## src/rtl/io_out_fifo.sv

```systemverilog
// Output-port buffer: captures core output writes as {addr, data} entries in a
// first-word-fall-through FIFO drained over valid/ready, with a sticky drop flag.
module io_out_fifo #(
  parameter int NUBITS = 32,
  parameter int NUIOOU = 8,
  parameter int FDEPTH = 16,
  localparam int NBADDR = $clog2(NUIOOU),
  localparam int NBPTR  = $clog2(FDEPTH)
) (
  input  logic              clk,
  input  logic              rst,
  input  logic              out_en,
  input  logic [NBADDR-1:0] addr_out,
  input  logic [NUBITS-1:0] data_out,
  output logic              m_valid,
  output logic [NBADDR-1:0] m_addr,
  output logic [NUBITS-1:0] m_data,
  input  logic              m_ready,
  output logic [NBPTR:0]    count,
  output logic              full,
  output logic              empty,
  output logic              ovf,
  input  logic              ovf_clr
);

  typedef struct packed {
    logic [NBADDR-1:0] addr;
    logic [NUBITS-1:0] data;
  } entry_t;

  entry_t           mem [FDEPTH];
  logic [NBPTR-1:0] wp;
  logic [NBPTR-1:0] rp;
  logic             push;
  logic             pop;
  logic             drop;

  // Status is derived from the registered count only, so no input reaches an output.
  assign full    = (count == (NBPTR+1)'(FDEPTH));
  assign empty   = (count == '0);
  assign m_valid = !empty;
  assign m_addr  = empty ? '0 : mem[rp].addr;
  assign m_data  = empty ? '0 : mem[rp].data;

  assign pop  = m_valid & m_ready;
  assign push = out_en & (!full | pop);
  assign drop = out_en & full & !pop;

  // NOTE: the storage array has no reset; only pointers and count define which
  // entries are live, so resetting the array would add muxes for no behaviour.
  always_ff @(posedge clk) begin
    if (push && !rst) begin
      mem[wp] <= '{addr: addr_out, data: data_out};
    end
  end

  // NOTE: all sequential state uses non-blocking assignments so every register
  // samples pre-edge values regardless of statement order.
  always_ff @(posedge clk) begin
    if (rst) begin
      wp    <= '0;
      rp    <= '0;
      count <= '0;
      ovf   <= 1'b0;
    end else begin
      if (push) wp <= wp + NBPTR'(1);
      if (pop)  rp <= rp + NBPTR'(1);
      if (push && !pop)      count <= count + (NBPTR+1)'(1);
      else if (pop && !push) count <= count - (NBPTR+1)'(1);
      // Set wins over clear when a drop coincides with ovf_clr.
      if (drop)         ovf <= 1'b1;
      else if (ovf_clr) ovf <= 1'b0;
    end
  end

endmodule

```

## config.mk

```make
export PLATFORM = sky130hd
export DESIGN_NAME = io_out_fifo
export DESIGN_NICKNAME = d
export VERILOG_FILES = /design/src/rtl/io_out_fifo.sv
export SDC_FILE = /design/constraint.sdc
export NUM_CORES = 1
export LEC_CHECK = 0
export CORE_MARGIN = 3
export CORE_UTILIZATION = 55
export DETAILED_ROUTE_END_ITERATION = 8
export PLACE_DENSITY_LB_ADDON = 0.12
export SETUP_SLACK_MARGIN = 0.2
export SLEW_MARGIN = 30
export SYNTH_ARGS = -nofsm -noshare
export SYNTH_HDL_FRONTEND = slang
export SYNTH_SLANG_ARGS = --single-unit
```

## constraint.sdc

```tcl
create_clock -name clk -period 11.8 [get_ports clk]
set_input_delay 1.77 -clock clk [delete_from_list [all_inputs] [get_ports clk]]
set_output_delay 1.77 -clock clk [all_outputs]
set_load 0.02 [all_outputs]
```

Yosys cells after proc, flatten, opt, wreduce, memory -nomap -nowiden
Memory sizes are Yosys's and may differ from the RTL's. A register that Yosys moved wholly into a read port is not among the register bits.
Cells that the tools add are included.
{"block": "op_classes", "muxes": 10, "n_addsub": 4, "n_bitwise": 5, "eq_ne": 1, "reduce_logical": 11}
{"operator": "$mux W32", "n": 1}
{"operator": "$mux W5", "n": 2}
{"operator": "$add A4 B1 Y4 const B", "n": 2}
{"operator": "$mux W4", "n": 2}
{"operator": "$add A5 B1 Y5 const B", "n": 1}
{"operator": "$eq A5 B5 Y1 const B", "n": 1}
{"operator": "$logic_not A1 Y1", "n": 5}
{"operator": "$logic_not A5 Y1", "n": 1}
{"operator": "$sub A5 B1 Y5 const B", "n": 1}
{"operator": "$and A1 B1 Y1", "n": 4}
{"operator": "$mux W1", "n": 4}
{"operator": "$reduce_bool A2 Y1", "n": 2}
{"operator": "$logic_and A1 B1 Y1", "n": 3}
{"operator": "$mux W3", "n": 1}
{"operator": "$or A1 B1 Y1", "n": 1}
{"block": "totals", "input_bits": 40, "register_bits": 14, "n_memories": 1, "output_inout_bits": 44, "elab_cells": 36, "mem_bits_rw": 560}
{"name": "mem", "depth": 16, "word_bits": 35, "rd": 1, "rd_ports_with_merged_regs": 1, "wr": 1, "line_no": "31", "source": "entry_t mem [FDEPTH];"}

Logic depth before layout (Yosys ltp)
{"block": "logic_depth", "depth_word": 9, "depth_mapped": 11, "mapped_depth_nobuf": 10}

Worst setup path after synthesis
OpenSTA, ideal clock, no wires.
{"block": "synth_path", "kind": "in2reg", "startpoint": "input rst", "endpoint": "memory mem[3][0] (netlist bit) (enable)", "setup_slack_ps": 5989, "setup_time_ps": 515, "stages": 2, "arrival_time_ps": 5296, "required_time_ps": 11285, "n_path_buf": 0, "cell_sequence": "nand2b_1 nor4_1"}
{"block": "synth_between", "elab_chain_len": 4}
{"element": "from (decl)", "line_no": "11", "source": "input logic rst,"}
{"element": "$logic_not A1 Y1", "line_no": "52", "source": "if (push && !rst) begin"}
{"element": "$logic_and A1 B1 Y1", "line_no": "52"}
{"element": "$mux W1", "line_no": "52"}
{"element": "$mux W1 (not written as such)", "line_no": "53", "source": "mem[wp] <= '{addr: addr_out, data: data_out};"}
{"element": "to (decl)", "line_no": "31"}
No other way between the ends.

Final worst setup path
{"block": "layout_path", "startpoint": "register count[0]", "endpoint": "output m_data[0]"}
{"block": "layout_between", "elab_chain_len": 2}
{"element": "from (decl)", "line_no": "19", "source": "output logic [NBPTR:0] count,"}
{"element": "from (signal assigned)", "line_no": "68", "source": "if (push && !pop) count <= count + (NBPTR+1)'(1);"}
{"element": "from (signal assigned)", "line_no": "69", "source": "else if (pop && !push) count <= count - (NBPTR+1)'(1);"}
{"element": "$logic_not A5 Y1", "line_no": "40", "source": "assign empty = (count == '0);"}
{"element": "$mux W32", "line_no": "43", "source": "assign m_data = empty ? '0 : mem[rp].data;"}
{"element": "to (decl)", "line_no": "17", "source": "output logic [NUBITS-1:0] m_data,"}
No other way between the ends.

==> flow_summary.toml <==
[outcome]
status = "completed"

[flow_run]
maxCapViolations = 0

[place]
dpl.cell_count = 1555
io_buffers = 83
place_area_um2 = 23800
place_hpwl_mm = 22.5
gp_congestion = 0.731

[synthesis]
ys_warn_count = 0
synth_mux_area_share_pct = 16.1
synthesis.area_um2 = 22300
synth.top_cell.area_share_pct = 75.5
yosysMostFrequentCell = "edfxtp_1"
post-synth-top-area-cell = "edfxtp_1"
synth_nets = 1023
synthFlopType = "edfxtp_1"
synth.distinct_cells = 44
synth-simple-area-share_pct = 2.33
yosys-top-cells-count = "edfxtp_1 (560), mux4_2 (140), mux2_2 (36), a221o_1 (35), nor2b_1 (32)"
synth_seq_cells = 578
synth_fa_ha_area_share_pct = 0.595
async_reset_ff_share_pct = 0
synth_xor_area_share_pct = 0.236
syn_inst = 973
ys_seq_area_share_pct = 77.1
synth-edff-count = 560
synth_area_per_cell_um2 = 22.9
synth_area_leaders = "edfxtp_1 (76%), mux4_2 (14%), mux2_2 (1.8%)"
synth_top_family_by_area = "multiplexers"
synth_compound_area_share_pct = 2.17

[setup_path]
start_kind = "flip-flop"
arrival_ns = 3.79
cp-end-kind = "primary output"
crit_type = "flip-flop to primary output"
critPathRequiredTime_ns = 10.03
crit_path_max_fanout = 20
rrSetupSlack_ns = 8.49

[sta]
clock-skew-final_ns = 0.0244
setup_violations = 0
finalCritPeriodShare_pct = 47.1
fin_crit_ns = 5.56
tns_ns = 0
relSlewSlack_pct = 37.0
rsz0062_at_grt = "no"
tightest_slew_ns = 0.943
finalMaxSlewViolations = 0
max_freq_ghz = 0.180
finalHoldViolCount = 0

[global_route]
antenna_found_initial = 0
overflow = 0
grt_max_degree = 115
grt_pass1_wl_mm = 66.2
grt_use_total_pct = 20.7
grt_pass1_vias = 10447

[routing]
routedWlPerCell_um = 26.3
via_per_inst = 6.08
final_antenna_net_count = 0
num_vias = 10087
drc_errors = 0
first_pass_iters = 5
drt-initial-drc-count = 882
routed_wl_mm = 43.6

[power]
p_per_area_nw_per_um2 = 201
ir_worst_vdd_uv = 146
leakagePower_nw = 7.82
p_total_mw = 5.13

[clocking]
cts_resized = 0
ctsRootBufferMaster = "clkbuf_16"
path_clk_slew_ns = 0.06
cts.path.max_buffers = 3
clock_sinks = 578
post_cts_buffers = 0
ctsHoldBuffers = 0
numCtsBuffers = 57
htreeDepth = 2
cts_tree = "done"
clock_latency_ns = 0.60

[floorplanning]
die_h_um = 207
ios = 84
dieArea_um2 = 42900
die_w_um = 207
num_rows = 73
coreArea_um2 = 39800
initial_core_util_pct = 55.9

[finish]
fin_area_um2 = 25500
syn_to_final_growth_pct = 14.5
drive_above_1_share_pct = 26.5
layout.cells.non_filler = 1659
final_core_util_pct = 64.0
num_antenna_cells = 0
fin_nets = 1140

[worst_hold_path]
hp-class = "flip-flop to flip-flop"
-- state kept, by name (all words and copies together), names as in the netlist, named ones only --
signal,count
rp,4
count,5
wp,4
mem,560
ovf,1
-- critical path: stages, from the launching register on --
cell	delay, ns
dfxtp_1	0.38
or4_4	0.63
o211ai_4	0.61
buf_4	0.47
and2b_1	0.22
a221o_1	0.31
clkdlybuf4s50_1	0.56
-- kinds of logic (layout without fill, tap and decap cells) --
group / count (synthesis) / in the layout
AO/OA/AOI/OAI: 52 / 52
XOR/XNOR: 6 / 6
adder cells (fa/ha/maj): 10 / 10
buffers and inverters: 57 / 218
flip-flops: 578 / 578
multiplexers: 178 / 178
AND/OR/NAND/NOR: 92 / 92
-- report_power, final --
group / leakage (nW) / total (mW) / internal [mW] / switching (mW)
clock network: 0.837 / 1.67 / 0.953 / 0.714
registers: 5.19 / 2.35 / 2.29 / 0.0559
logic: 1.78 / 1.12 / 0.585 / 0.530
-- routing by layer --
layer	vias up	part of all wire [%]	GRT usage, %	wire, um
met3	59	5.4	3.78	2360
li1	4365	-	-	-
met1	5393	44	30.7	19100
met4	0	1.7	4.66	756
met5	-	0	0	0
met2	270	49	32.9	21400
-- layout make-up --
type                            instances  area [um2]
Multi-Input combinational cell        338        4880
Sequential cell                       578       17200
Clock inverter                         27         174
Inverter                                6        22.5
Timing Repair Buffer                  109        1040
Tap cell                              525         657
Clock buffer                           76        1540
Fill cell                            2662       14300
-- worst paths after layout --
kind | cells past startpoint | startpoint | end
hold reg to reg | 2 | wp[1] | wp[1]
setup / recovery | 6 | count[0] | m_data[0]
setup reg to reg | 10 | count[0] | count[4]
hold / removal | 2 | wp[1] | wp[1]
-- stage by stage --
stage | worst slack, ns | hold slack, ns
after detailed placement | 6.79 | 0.505
after global placement | 6.76 | 0.505
after global routing | 6.02 | 0.558
after floorplan | 5.99 | 0.482
final | 6.24 | 0.511
after CTS | 6.14 | 0.513
-- layout by cell type, fill, tap and decap left out, drive strengths merged, types with 2 or more instances in the layout --
cell           Yosys  layout
or3                2       2
dfxtp             18      18
edfxtp           560     560
nand3              2       2
mux2              36      36
nor2              28      28
a21oi              7       7
buf               36      26
o211ai             3       3
clkinv             1      24
clkbuf            15      76
and2b              4       4
mux4             140     140
nand2              4       4
nor4               2       2
nand2b             4       4
nor2b             32      32
inv                5       6
clkdlybuf4s50      0      83
o21ai              2       2
nor3               7       7
nand3b             3       3
xor2               4       4
bufinv             0       2
ha                 9       9
xnor2              2       2
a221o             35      35
mux2i              2       2
No activity file was read; power rests on OpenSTA's default activity.
